$ cat src/rtl/scene_uart_tx.sv
// UART 8N1 transmitter for one scene-parameter frame: a sync byte followed by
// NUM_BYTES payload bytes fetched through rd_idx/rd_data, LSB first.
module scene_uart_tx #(
  parameter int          CLKS_PER_BIT = 434,
  parameter int          NUM_BYTES    = 55,
  parameter logic [7:0]  SYNC_BYTE    = 8'hA5
) (
  input  logic       clk,
  input  logic       reset,
  input  logic       start,
  output logic [5:0] rd_idx,
  input  logic [7:0] rd_data,
  output logic       tx,
  output logic       busy,
  output logic       done
);

  localparam int            TW        = $clog2(CLKS_PER_BIT);
  localparam logic [TW-1:0] TIMER_MAX = TW'(CLKS_PER_BIT - 1);
  localparam logic [5:0]    LAST_BYTE = 6'(NUM_BYTES);

  typedef enum logic [2:0] {IDLE, START, DATA, STOP, NEXT} state_t;

  state_t        state_q, state_d;
  logic [TW-1:0] timer_q, timer_d;
  logic [2:0]    bit_cnt_q, bit_cnt_d;
  logic [5:0]    byte_cnt_q, byte_cnt_d;
  logic [7:0]    shift_q, shift_d;
  logic          tx_q, tx_d;
  logic          busy_q, busy_d;
  logic          done_q, done_d;
  logic          bit_end;

  assign bit_end = (timer_q == TIMER_MAX);

  always_ff @(posedge clk) begin
    if (reset) begin
      state_q    <= IDLE;
      timer_q    <= '0;
      bit_cnt_q  <= '0;
      byte_cnt_q <= '0;
      shift_q    <= '0;
      tx_q       <= 1'b1;
      busy_q     <= 1'b0;
      done_q     <= 1'b0;
    end else begin
      state_q    <= state_d;
      timer_q    <= timer_d;
      bit_cnt_q  <= bit_cnt_d;
      byte_cnt_q <= byte_cnt_d;
      shift_q    <= shift_d;
      tx_q       <= tx_d;
      busy_q     <= busy_d;
      done_q     <= done_d;
    end
  end

  always_comb begin
    state_d    = state_q;
    timer_d    = timer_q;
    bit_cnt_d  = bit_cnt_q;
    byte_cnt_d = byte_cnt_q;
    shift_d    = shift_q;

    case (state_q)
      IDLE: begin
        timer_d = '0;
        if (start) begin
          shift_d    = SYNC_BYTE;
          byte_cnt_d = '0;
          state_d    = START;
        end
      end
      START: begin
        if (bit_end) begin
          timer_d   = '0;
          bit_cnt_d = '0;
          state_d   = DATA;
        end else begin
          timer_d = timer_q + TW'(1);
        end
      end
      DATA: begin
        if (bit_end) begin
          timer_d = '0;
          shift_d = {1'b0, shift_q[7:1]};
          if (bit_cnt_q == 3'd7) begin
            state_d = STOP;
          end else begin
            bit_cnt_d = bit_cnt_q + 3'd1;
          end
        end else begin
          timer_d = timer_q + TW'(1);
        end
      end
      STOP: begin
        if (bit_end) begin
          timer_d = '0;
          state_d = NEXT;
        end else begin
          timer_d = timer_q + TW'(1);
        end
      end
      NEXT: begin
        timer_d = '0;
        // Counter is cleared on the way back to IDLE so rd_idx idles at 0.
        if (byte_cnt_q == LAST_BYTE) begin
          byte_cnt_d = '0;
          state_d    = IDLE;
        end else begin
          shift_d    = rd_data;
          byte_cnt_d = byte_cnt_q + 6'd1;
          state_d    = START;
        end
      end
      default: begin
        state_d = IDLE;
      end
    endcase
  end

  // Outputs are registered from the next-state values so they line up with the state.
  always_comb begin
    done_d = (state_d == NEXT) && (byte_cnt_d == LAST_BYTE);
    busy_d = (state_d != IDLE) && !done_d;
    tx_d   = 1'b1;
    if (state_d == START) begin
      tx_d = 1'b0;
    end else if (state_d == DATA) begin
      tx_d = shift_d[0];
    end
  end

  assign rd_idx = byte_cnt_q;
  assign tx     = tx_q;
  assign busy   = busy_q;
  assign done   = done_q;

endmodule

$ cat config.mk
export PLATFORM = sky130hd
export DESIGN_NAME = scene_uart_tx
export DESIGN_NICKNAME = d
export VERILOG_FILES = /design/src/rtl/scene_uart_tx.sv
export SDC_FILE = /design/constraint.sdc
export NUM_CORES = 1
export LEC_CHECK = 0
export BUFFER_PORTS_ARGS = -buffer_cell sky130_fd_sc_hd__buf_4
export CORE_MARGIN = 10
export CORE_UTILIZATION = 55
export CTS_CLUSTER_SIZE = 40
export DETAILED_ROUTE_END_ITERATION = 8
export PLACE_DENSITY_LB_ADDON = 0.25
export SLEW_MARGIN = 20
export SYNTH_ARGS = -nofsm -noshare
export SYNTH_HDL_FRONTEND = slang
export SYNTH_SLANG_ARGS = --single-unit
export TNS_END_PERCENT = 20
$ cat constraint.sdc
create_clock -name clk -period 2.6 [get_ports clk]
set_input_delay 0.26 -clock clk [delete_from_list [all_inputs] [get_ports clk]]
set_output_delay 0.26 -clock clk [all_outputs]
set_load 0.005 [all_outputs]
==> key figures <==
Logic synthesis
  • Yosys top cell area share: 37.3%
  • Asr flop ratio synth: 0%
  • Synth Area per Inst: 8.35 sq um
  • Yosys top cell by area: dfxtp_1
  • Synth Register Bits: 32
  • Synth Flop Type: dfxtp_1
  • Synth top cells by count: dfxtp_1, nor2_1, a21oi_1, nand2_1, o21ai_0
  • Sequential area share after synthesis: 37.3%
  • Post-synth EDFFs: 0
  • Count leader, synth: dfxtp_1
  • Cells after synthesis: 206
  • Yosys Warn Count: 0
  • Mapped Nets: 222
  • Mapped Area: 1720 sq um
  • Library cells used by synthesis: 55
  • Synth area leaders: dfxtp_1, nor2_1, a21oi_1

Pwr
  • Sw frac: 25.2%
  • P_int: 0.674 mW
  • Logic pwr share: 10.1%
  • Clock share of power: 33.3%
  • Leakage: 0.736 nW
  • Seq pwr share: 56.6%
  • Max VDD drop: 306 uV
  • PD cells: 463 nW/um^2
  • Psw: 0.227 mW

Worst setup path
  • Largest stage delay, worst path: 690 ps
  • Critical path arrival: 2460 ps
  • CP bufs+invs: 0
  • Slowest CP cell: or4b_1
  • CP required: 2820 ps
  • Sequence of cells on the critical path: or4b_1 -> o211a_1 -> a211oi_2 -> nand4b_1 -> a211o_1
  • Delay-heaviest family, CP: compound AO/OA/AOI/OAI gates
  • CP Launch Type: register
  • CP endpoint kind: register
  • Crit path kind: register to register
  • Worst-path fanout max: 7

Global routing
  • GR Overflow Total: 0
  • Pin count of the biggest net entering global routing: 33
  • Total track usage: 14.3%
  • Initial antenna violation count: 0
  • Vias in the first global route: 1532
  • First-pass GRT wire length: 7020 um

Worst hold path
  • Min-delay worst type: input pin to register

STA
  • Worst rel slew slack: 51.3%
  • Min cycle time layout: 2240 ps
  • Final hold violation count: 0
  • Max Fclk: 0.447 GHz
  • Setup TNS: 0 ps
  • Worst Max-Slew Pin Slew: 722 ps
  • Ratio of final minimum period to clock period: 86.1%
  • Endpoints failing setup: 0
  • RSZ-0062 raised after global routing: false
  • Clock skew: 11.9 ps
  • Pins Over Slew Limit: 0

Clock network
  • # Post-CTS Setup Buffers: 0
  • Worst-skew pair later-pin latency: 340 ps
  • CTS Buf Count: 5
  • Clock sinks: 32
  • CTS tree: yes
  • Root Buffer: clkbuf_4
  • Number of H-tree levels: 2
  • Hold_buf cts: 0
  • Bufs on Longest Clock Path: 2
  • Post-CTS resize count: 0
  • CTS clk-pin slew, worst paths: 100 ps

Detailed routing
  • Post-Route WL: 4120 um
  • Initial DRC count: 176
  • Vias/cell: 6.37
  • WL/cell: 15.3 um
  • Via Count: 1714
  • Drt pass-1 iters: 6
  • Drt drc: 0
  • Routed Antenna Nets: 0

Place
  • GP Congestion: 0.876
  • Placed cell count: 261
  • Dpl hpwl: 3010 um
  • Area post-placement: 1890 sq um
  • I/O Buffers: 19

Run
  • Max_cap viols: 0

Outcome
  • Status: complete, no violations

Die
  • Die ar.: 5760 sq um
  • Die height: 75.9 um
  • # IOs: 20
  • Initial core utilization: 56.8%
  • Core Area: 3030 sq um
  • Chip Width: 75.9 um
  • Std cell rows: 20

Final layout
  • P&R area growth vs syn: 13.1%
  • Layout cell share with drive strength beyond 1: 17.3%
  • # diodes: 0
  • Nets: 240
  • Fin cells: 269
  • Filler Cell Count: 274
  • Final Instance Area: 1940 sq um
==> cell families after synthesis <==
| group | synth area share, % |
|---|---|
| flops | 37.3 |
| compound gates | 26.6 |
| buf+inv | 4.00 |
| mux | 0.582 |
| simple gates | 27.9 |
| fa+ha+maj | 3.64 |
==> layer usage <==
metal  track usage [%]  wire (um)  vias up
li1                  -          -      814
met1              16.8       1750      833
met2              24.1       2050       60
met3              3.89        252        7
met4              5.11         74        0
met5                 0          0        -
==> power by group through the flow <==
| stage | clock (mW) | combinational, mW | sequential, mW |
|---|---|---|---|
| finish | 0.300 | 0.0913 | 0.510 |
| global route | 0.327 | 0.0997 | 0.511 |
| CTS | 0.308 | 0.0914 | 0.510 |
| detailed placement | 0 | 0.0904 | 0.521 |
| global placement | 0 | 0.0881 | 0.520 |
| floorplan | 0 | 0.0607 | 0.517 |
==> worst min-delay path, stage by stage <==
cell,delay (ps)
buf_4,80
a222oi_1,50
nor2_1,80
==> path summary, 6_finish.rpt <==
| kind | from | endpoint | slack (ps) | cells past startpoint |
|---|---|---|---|---|
| hold / removal | rd_data[3] | shift_q[3]$_SDFFE_PP0P_ | 160 | 3 |
| hold reg to reg | bit_cnt_q[1]$_SDFFE_PP0P_ | bit_cnt_q[1]$_SDFFE_PP0P_ | 460 | 2 |
| setup reg to reg | timer_q[2]$_SDFFE_PP0P_ | tx$_SDFF_PP1_ | 360 | 5 |
| setup / recovery | timer_q[2]$_SDFFE_PP0P_ | tx$_SDFF_PP1_ | 360 | 5 |
==> through the flow <==
stage               hold WS (ps)  power, mW  util, %  setup slack (ps)
floorplan                    332      0.578        -               638
global route                 170      0.939     64.2               162
finish                       158      0.901     64.2               361
detailed placement           457      0.611     62.3               389
global placement             445      0.608     62.3               435
CTS                          160      0.909     64.2               361
==> flip-flops by register name, indices dropped and copies added (netlist names) <==
name,cells
rd_idx,6
bit_cnt_q,3
shift_q,8
timer_q,9
tx,1
state_q,3
busy,1
done,1
==> layout by cell type, fill, tap and decap left out, types with 3 or more instances in the layout <==
cell type | Yosys | final
dfxtp_1 | 32 | 32
nor2_1 | 26 | 26
buf_4 | 0 | 21
a21oi_1 | 19 | 19
nand2_1 | 15 | 15
o21ai_0 | 12 | 12
inv_1 | 6 | 6
and3_1 | 6 | 6
ha_1 | 5 | 5
clkbuf_4 | 0 | 5
a222oi_1 | 4 | 4
nor3_1 | 4 | 4
or2_2 | 3 | 3
nand3b_1 | 3 | 3
nand3_1 | 3 | 3
nor2b_1 | 3 | 3
nor3b_1 | 3 | 3
a211o_1 | 3 | 3
o31ai_1 | 3 | 3
==> layout make-up <==
| cell class | instances | area [sq um] | area share, % |
|---|---|---|---|
| timing repair buffer | 21 | 158 | 8.11 |
| sequential | 32 | 641 | 32.9 |
| inverter | 6 | 22.5 | 1.16 |
| clock buffer | 8 | 58.8 | 3.02 |
| tap | 44 | 55.1 | 2.83 |
| multi-input combinational | 158 | 1010 | 51.9 |
Power figures use the tool's default switching activity.
